[src/rtl/mult_div_unit.sv]
// rtl/mult_div_unit.sv - sequential signed multiply/divide engine (Booth multiply, restoring divide)
module mult_div_unit #(
    parameter int WIDTH = 32
) (
    input  logic             clk,
    input  logic             Reset_In,
    input  logic             Mult_Start,
    input  logic             Div_Start,
    input  logic [WIDTH-1:0] A,
    input  logic [WIDTH-1:0] B,
    output logic [WIDTH-1:0] High,
    output logic [WIDTH-1:0] Low,
    output logic             Busy,
    output logic             Done,
    output logic             Zero_Div
);
    localparam int CW = $clog2(WIDTH) + 1;

    typedef enum logic [1:0] {IDLE, MULT, DIV, FINISH} state_t;

    state_t state, state_next;

    // acc: Booth upper accumulator / division remainder (one guard bit so 2^31 fits)
    // q: multiplier / dividend shifting into quotient; m: multiplicand / divisor magnitude
    logic [WIDTH:0]   acc;
    logic [WIDTH-1:0] q;
    logic             qm1;
    logic [WIDTH:0]   m;
    logic [CW-1:0]    count;
    logic             is_div;
    logic             sign_q;
    logic             sign_r;

    logic [WIDTH:0]   booth_sum;
    logic [WIDTH:0]   div_shift;
    logic [WIDTH+1:0] div_diff;
    logic [WIDTH-1:0] a_abs;
    logic [WIDTH-1:0] b_abs;
    logic             last_iter;

    assign a_abs     = A[WIDTH-1] ? (-A) : A;
    assign b_abs     = B[WIDTH-1] ? (-B) : B;
    assign last_iter = (count == CW'(WIDTH - 1));
    assign div_shift = {acc[WIDTH-1:0], q[WIDTH-1]};
    assign div_diff  = {1'b0, div_shift} - {1'b0, m};

    // Booth recoding of the current multiplier bit pair: add, subtract or pass the multiplicand
    always_comb begin
        booth_sum = acc;
        case ({q[0], qm1})
            2'b01:   booth_sum = acc + m;
            2'b10:   booth_sum = acc - m;
            default: booth_sum = acc;
        endcase
    end

    // State register
    always_ff @(posedge clk) begin
        if (Reset_In) state <= IDLE;
        else          state <= state_next;
    end

    // Next-state logic: multiply wins over divide, divide by zero stays idle
    always_comb begin
        state_next = state;
        case (state)
            IDLE: begin
                if (Mult_Start)                     state_next = MULT;
                else if (Div_Start && (B != '0))    state_next = DIV;
            end
            MULT:    if (last_iter) state_next = FINISH;
            DIV:     if (last_iter) state_next = FINISH;
            FINISH:  state_next = IDLE;
            default: state_next = IDLE;
        endcase
    end

    // Datapath and registered outputs
    always_ff @(posedge clk) begin
        if (Reset_In) begin
            acc      <= '0;
            q        <= '0;
            qm1      <= 1'b0;
            m        <= '0;
            count    <= '0;
            is_div   <= 1'b0;
            sign_q   <= 1'b0;
            sign_r   <= 1'b0;
            High     <= '0;
            Low      <= '0;
            Busy     <= 1'b0;
            Done     <= 1'b0;
            Zero_Div <= 1'b0;
        end else begin
            Done     <= 1'b0;
            Zero_Div <= 1'b0;
            case (state)
                IDLE: begin
                    if (Mult_Start) begin
                        m      <= {A[WIDTH-1], A};
                        q      <= B;
                        qm1    <= 1'b0;
                        acc    <= '0;
                        count  <= '0;
                        is_div <= 1'b0;
                        Busy   <= 1'b1;
                    end else if (Div_Start) begin
                        if (B == '0) begin
                            Zero_Div <= 1'b1;
                        end else begin
                            m      <= {1'b0, b_abs};
                            q      <= a_abs;
                            acc    <= '0;
                            count  <= '0;
                            sign_q <= A[WIDTH-1] ^ B[WIDTH-1];
                            sign_r <= A[WIDTH-1];
                            is_div <= 1'b1;
                            Busy   <= 1'b1;
                        end
                    end
                end
                MULT: begin
                    acc   <= {booth_sum[WIDTH], booth_sum[WIDTH:1]};
                    q     <= {booth_sum[0], q[WIDTH-1:1]};
                    qm1   <= q[0];
                    count <= count + CW'(1);
                end
                DIV: begin
                    if (!div_diff[WIDTH+1]) begin
                        acc <= div_diff[WIDTH:0];
                        q   <= {q[WIDTH-2:0], 1'b1};
                    end else begin
                        acc <= div_shift;
                        q   <= {q[WIDTH-2:0], 1'b0};
                    end
                    count <= count + CW'(1);
                end
                FINISH: begin
                    if (is_div) begin
                        Low  <= sign_q ? (-q) : q;
                        High <= sign_r ? (-acc[WIDTH-1:0]) : acc[WIDTH-1:0];
                    end else begin
                        High <= acc[WIDTH-1:0];
                        Low  <= q;
                    end
                    Done <= 1'b1;
                    Busy <= 1'b0;
                end
                default: ;
            endcase
        end
    end
endmodule

[config.mk]
export PLATFORM = sky130hd
export DESIGN_NAME = mult_div_unit
export DESIGN_NICKNAME = d
export VERILOG_FILES = /design/src/rtl/mult_div_unit.sv
export SDC_FILE = /design/constraint.sdc
export NUM_CORES = 1
export LEC_CHECK = 0
export ABC_AREA = 1
export ABC_CLOCK_PERIOD_IN_PS = 6000
export CAP_MARGIN = 20
export CORE_AREA = 2 2 247 201
export CTS_CLUSTER_DIAMETER = 40
export CTS_CLUSTER_SIZE = 40
export DETAILED_ROUTE_END_ITERATION = 16
export DIE_AREA = 0 0 249 203
export PLACE_DENSITY = 0.64
export SLEW_MARGIN = 20
export SYNTH_ARGS = -nofsm -noshare
export SYNTH_HDL_FRONTEND = slang
export SYNTH_SLANG_ARGS = --single-unit
[constraint.sdc]
create_clock -name clk -period 6 [get_ports clk]
set_input_delay 1.5 -clock clk [delete_from_list [all_inputs] [get_ports clk]]
set_output_delay 1.5 -clock clk [all_outputs]
set_load 0.01 [all_outputs]
==> results.md, run 1 <==
- Placed Cells: 3446
- Cts hold-fix bufs: 0
- Number of remaining DRC errors: 0
- Synth unique cells: 56
- Mapped Nets: a little under 3000
- Max-Slew Margin vs Limit: 0.3215
- Startpoint types: flop
- Initial Util: 0.3482
- Gates resized, CTS repair: 0
- Period utilization: 0.6873
- DRT antenna net count: 0
- Final min period: 4.124 ns
- Clk buf depth: 2
- Hpwl dp: approximately 52000 um
- GRT Overall Usage: 0.2489
- Post-Route Setup TNS: 0 ns
- Routed vias/inst: around 5.4
- Reg2Reg Depth: 24
- Grt ovf: 0
- First-pass GRT wire length: approximately 98000 um
- DR iter-0 viols: 2185
- Reg clk slew, reported paths: 0.08 ns
- Top-Level Pins: between 100 and 150
- Post-synth EDFFs: 0
- Initial antenna violation count: 2
- Final Skew: 0.01500 ns
- Row Count: 72
- Max Clock Freq: 242.5 MHz
- Worst Setup EP: acc[31]
- CTS Sinks: 177
- Die height: a little over 200 um
- Fin cells: approximately 3500
- Worst-path fanout max: 5
- Share of layout cells above drive strength 1: 0.04528
- Most frequent cells in the layout: 675 x nand2_1, 306 x nor2_1, 296 x inv_1
- Warnings, synthesis: 0
- IR drop worst, VDD: 0.2649 mV
- Post-CTS setup buffers: 0
- Flop-to-flop setup slack: between 1.5 and 2 ns
- Hold Crit Class: flop to flop
- Area Growth Syn to Fin: 14.26%
- Crit path DAT: 4.44 ns
- Total number of H-tree levels: 4
- Unrepaired setup endpoints after global routing: no
- Fin nets: 2982
- #FFs+latches synth: roughly 180
- Cells taking the most area after synthesis: dfxtp_1 21%, nand2_1 15%, a21oi_1 7.8%
- Largest area contributor in the netlist: dfxtp_1
- Reg2reg start: m[0]
- Vias: 18930
- Die Area: 50550 um^2
- CTS tree: built
- Power density over cell area: 442.6 nW/um^2
- TritonCTS buffer count: 17
- Reg-to-reg endpoint: acc[31]
- Port Buffer Count: 134
- Most common flop cell mapped by yosys: dfxtp_1
- Vias in the first global route: 16660
- Routability cong.: 1.025
- Fin Hold WS: 0.4753 ns
- Share of the synthesized area in the top cell type: 0.2127
- Least-Margin Pin Slew: 1.018 ns
- Routed WL per cell: 18.57 um
- Worst EP required: 6.31 ns
- Sequential element share of the synthesized area: 0.2127
- Crit Path Category: flop to flop
- Worst-skew pair later-pin latency: between 0.4 and 0.5 ns
- Pleak: roughly 8.5 nW
- Commonest non-fill, non-tap cell in the layout: nand2_1
- FFs w/ async S/R, synth: 0
- Core box area: between 40000 and 50000 um^2
- Status: finished, final reports clean
- Avg Cell Area, Syn: ~6 um^2
- Cells after Synth: 2775
- Pins Over Slew Limit: 0
- Filler cells: approximately 5200
- Largest net degree at the start of global routing: 117
- Hold Vio Cnt, Final: 0
- Setup crit start: m[0]
- Max-cap violation count: 0
- Final setup fails: 0
- Setup crit end kind: flop
- Die Width: 249 um
- Post-Syn Area: 16660 um^2
- Clk Tree Root Cell: clkbuf_16
- DRT Wirelength: roughly 65000 um
- Pre-antenna DRT Iters: 6
## cell type report
class | count | area [um^2] | area share
inverters | 314 | 1179 | 0.06192
clock buffers | 23 | 488.0 | 0.02564
well taps | 629 | 787.0 | 0.04135
clock inverters | 9 | 95.09 | 0.004996
diodes | 2 | 5.005 | 0.0002629
flip-flops and latches | 177 | 3543 | 0.1862
multi-input cells | 2169 | 11420 | 0.5999
repair buffers | 157 | 1519 | 0.07980
## synthesized netlist by cell type, types with 18 or more instances
master and n:
ha_1 76, o211ai_1 39, nand3_1 170, inv_1 298, clkbuf_1 83, a21oi_1 261, o21ai_0 206, a31oi_1 22
nor3_1 33, o22ai_1 36, o21ai_1 29, dfxtp_1 177, nand2_1 675, nor2_1 307, nand4_1 31, xor2_1 105
xnor2_1 18
## critical path, cell delays in order (launching register included)
cell and delay, ns:
dfxtp_1 0.43, inv_1 0.11, ha_1 0.18, nand3_1 0.16, nor2_1 0.31, nand2_1 0.19, o21ai_0 0.27, o21ai_0 0.25
nor2_1 0.25, xor2_1 0.25, ha_1 0.31, nand2_1 0.15, inv_1 0.05, nand2_1 0.06, nand2_1 0.07, a21oi_1 0.18
nand2_1 0.07, a21oi_1 0.15, nand2_1 0.09, nand3_1 0.09, nand2_1 0.05, nand3_1 0.09, nand2_1 0.07, nand2_1 0.07
a21oi_1 0.06
## state kept, by name, summed over array words and instances, names as in the netlist, 2 cells and up
signal / flops
acc: 33
m: 33
High: 32
Low: 32
q: 32
count: 6
state: 2
## kinds of logic after synthesis
kind of cell | after synthesis | synth area share
DFF | 177 | 0.2127
xor gates and xnor gates | 123 | 0.06467
buffers and inverters | 429 | 0.1030
adders and majority gates | 78 | 0.05949
AOI/OAI and AO/OA | 677 | 0.2291
and+or+nand+nor | 1291 | 0.3310
## stage by stage
stage / utilization / worst slack, ns / total power [mW] / area (um^2)
after floorplan: - / 2.877 / 5.475 / 16660
after global placement: 0.3856 / 1.810 / 7.122 / 18450
after detailed placement: 0.3856 / 1.721 / 7.129 / 18450
after CTS: 0.3978 / 1.987 / 8.272 / 19030
after global routing: 0.3978 / 1.579 / 9.077 / 19030
final: 0.3979 / 1.876 / 8.426 / 19030
## metal layers
layer / wire length, um / GRT usage / vias up
li1: - / - / 9378
met1: 31040 / 0.3814 / 8574
met2: 24050 / 0.3278 / 912
met3: 8367 / 0.08256 / 62
met4: 1159 / 0.05022 / 2
met5: 13 / 0 / -
## power by group
part / total, mW / switching, mW / internal [mW]
combinational: 5.41 / 3.70 / 1.71
sequential: 1.89 / 0.406 / 1.48
clock: 1.12 / 0.502 / 0.622
total: 8.43 / 4.61 / 3.81
## how the worst min path moves through the flow
stage,startpoint,end,slack (ns),cells past startpoint
after floorplan,sign_r,sign_r,0.44,2
after global placement,sign_r,sign_r,0.46,2
after detailed placement,sign_r,sign_r,0.46,2
after CTS,sign_r,sign_r,0.47,2
after global routing,sign_q,sign_q,0.50,2
final,sign_q,sign_q,0.48,2
Note: power is estimated with default switching activity, not from simulation.
==> run 2: changes to the inputs <==
--- a/config.mk
+++ b/config.mk
@@ -6,14 +6,14 @@
 export NUM_CORES = 1
 export LEC_CHECK = 0
 export ABC_AREA = 1
-export ABC_CLOCK_PERIOD_IN_PS = 6000
+export ABC_CLOCK_PERIOD_IN_PS = 3500
 export CAP_MARGIN = 20
 export CORE_AREA = 2 2 247 201
 export CTS_CLUSTER_DIAMETER = 40
 export CTS_CLUSTER_SIZE = 40
 export DETAILED_ROUTE_END_ITERATION = 16
 export DIE_AREA = 0 0 249 203
-export PLACE_DENSITY = 0.64
+export PLACE_DENSITY = 0.66
 export SLEW_MARGIN = 20
 export SYNTH_ARGS = -nofsm -noshare
 export SYNTH_HDL_FRONTEND = slang
==> constraint.sdc (replaced) <==
create_clock -name clk -period 3.5 [get_ports clk]
set_input_delay 0.875 -clock clk [delete_from_list [all_inputs] [get_ports clk]]
set_output_delay 0.875 -clock clk [all_outputs]
set_load 0.01 [all_outputs]
==> results.md, run 2 (synthesis results as in run 1) <==
- Pre-antenna DRT Iters: 7 (+1)
- Startpoint types: flop
- Worst-path fanout max: 4 (-1)
- DRT antenna net count: 0 (unchanged)
- Pleak: 9.071 nW (+7.2%)
- Post-Route Setup TNS: 0 ns (unchanged)
- Final min period: 3.424 ns (-0.7000 ns)
- Power Total: 15.33 mW (+82%)
- Filler cells: 5074 (-2.5%)
- IR drop worst, VDD: 0.4315 mV (+63%)
- Unrepaired setup endpoints after global routing: yes
- DRT Wirelength: 67480 um (+4.4%)
- Share of layout cells above drive strength 1: 0.1065 (+0.06118)
- Period utilization: 0.9782 (+0.2909)
- GRT Overall Usage: 0.2590 (+0.01015)
- Row Count: 72 (unchanged)
- Setup crit end kind: flop
- Initial antenna violation count: 1 (-1)
- Status: finished, final reports clean
- Worst EP required: 3.91 ns (-2.40 ns)
- Routed WL per cell: 18.81 um (+1.3%)
- Core box area: 47840 um^2 (unchanged)
- Least-Margin Pin Slew: 0.8617 ns (-0.1561 ns)
- Final worst setup slack: 0.07633 ns (-1.800 ns)
- Top flop regs: acc: 33 flops, m: 33 flops
- Vias in the first global route: 17060 (+2.4%)
- Vias: 19510 (+3.1%)
- Die height: 203 um (unchanged)
- Clk Tree Root Cell: clkbuf_16
- Pins Over Slew Limit: 0 (unchanged)
- Port Buffer Count: 134 (unchanged)
- Hpwl dp: 54810 um (+5.2%)
- Multi-input logic area: 11710 um^2 (+2.6%)
- Initial Util: 0.3482 (unchanged)
- Most frequent cells in the layout: 658 x nand2_1, 295 x inv_1, 288 x nor2_1
- Largest net degree at the start of global routing: 121 (+3.4%)
- Dpl ws: 0.01865 ns (-1.703 ns)
- Sequential cell area: 3548 um^2 (+0.14%)
- Worst-skew pair later-pin latency: 0.47 ns (about the same)
- TritonCTS buffer count: 17 (unchanged)
- Max-cap violation count: 0 (unchanged)
- DR iter-0 viols: 2322 (+6.3%)
- Final Skew: 0.01296 ns (-0.002043 ns)
- First-pass GRT wire length: 101400 um (+3.1%)
- Hold Crit Class: flop to flop
- Total number of H-tree levels: 4 (unchanged)
- CTS Sinks: 177 (unchanged)
- Crit Path Category: flop to flop
- Hold Vio Cnt, Final: 0 (unchanged)
- Die Area: 50550 um^2 (unchanged)
- Fin nets: 3092 (+3.7%)
- Fin cells: 3588 (+3.1%)
- Ant. Diodes: 0 (-2)
- Clk buf depth: 2 (unchanged)
- Placed Cells: 3549 (+3.0%)
- Die Width: 249 um (unchanged)
- Fin util: 0.4225 (+0.02461)
- Routability cong.: 1.113 (+8.7%)
- Number of remaining DRC errors: 0 (unchanged)
- Area Growth Syn to Fin: 21.33%
- Grt ovf: 0 (unchanged)
- Routed vias/inst: 5.439 (about the same)
- Power density over cell area: 758.4 nW/um^2 (+71%)
- Max-Slew Margin vs Limit: 0.4255 (+0.1041)
- Top-Level Pins: 135 (unchanged)
- Max Clock Freq: 292.1 MHz (+20%)
- CTS tree: built
- Commonest non-fill, non-tap cell in the layout: nand2_1
- Reg clk slew, reported paths: 0.08 ns (about the same)
- Final setup fails: 0 (unchanged)
- Crit path DAT: 3.84 ns (-0.60 ns)
==> run 2: path summary, 6_finish.rpt <==
check,startpoint,endpoint,slack [ns],depth (start not counted)
setup / recovery,m[0],acc[32],0.08,25
hold / removal,sign_q,sign_q,0.47,2
setup reg to reg,m[0],acc[32],0.08,25
hold reg to reg,sign_q,sign_q,0.47,2
==> run 2: what timing repair did <==
item / CTS / global route
hold buffers: 0 / 0
hold endpoints to repair: 0 / 0
buffers inserted: 0 / 6
resized for setup: 0 / 92
endpoints found under the setup margin: 0 / 20
==> run 2: cell type report <==
type / count / area share
repair buffers: 267 / 0.1197
flip-flops and latches: 177 / 0.1756
clock inverters: 12 / 0.004890
clock buffers: 20 / 0.02309
multi-input cells: 2169 / 0.5795
well taps: 629 / 0.03894
inverters: 314 / 0.05831
==> run 2: layer usage <==
metal | routed length (um) | track usage
met5 | 13 | 0
met4 | 1430 | 0.06407
met3 | 9643 | 0.08936
met2 | 24730 | 0.3288
met1 | 31670 | 0.4004
==> run 2: where the power goes <==
group / total [mW] / switching (mW) / leakage, nW / internal, mW
Combinational: 10.3 / 6.78 / 7.35 / 3.49
Sequential: 3.16 / 0.613 / 1.45 / 2.55
Clock: 1.89 / 0.909 / 0.273 / 0.980
==> run 2: metrics by stage <==
stage / cell area (um^2) / hold slack [ns]
after floorplan: 16660 / 0.4403
after global placement: 19270 / 0.4562
after detailed placement: 19270 / 0.4581
after CTS: 19840 / 0.4698
after global routing: 20210 / 0.4809
final: 20210 / 0.4728
==> run 2: worst max-delay path, cell delays in order, from the launching register on <==
cell,delay [ns]
dfxtp_2,0.34
nor3_4,0.20
nand3_2,0.13
nor2_4,0.15
nand2_4,0.07
nor2_2,0.11
nand2_1,0.09
nor3_2,0.23
nand3_1,0.15
nor2_2,0.15
nor2_1,0.06
xor2_1,0.15
ha_1,0.35
nand2_2,0.14
inv_2,0.04
nand2_1,0.07
nand2_2,0.07
a21oi_2,0.20
nand2_2,0.08
a21oi_2,0.09
nand2_1,0.08
nand4_1,0.10
nand3_2,0.09
nand2_1,0.09
nand2_1,0.06
a21oi_2,0.10
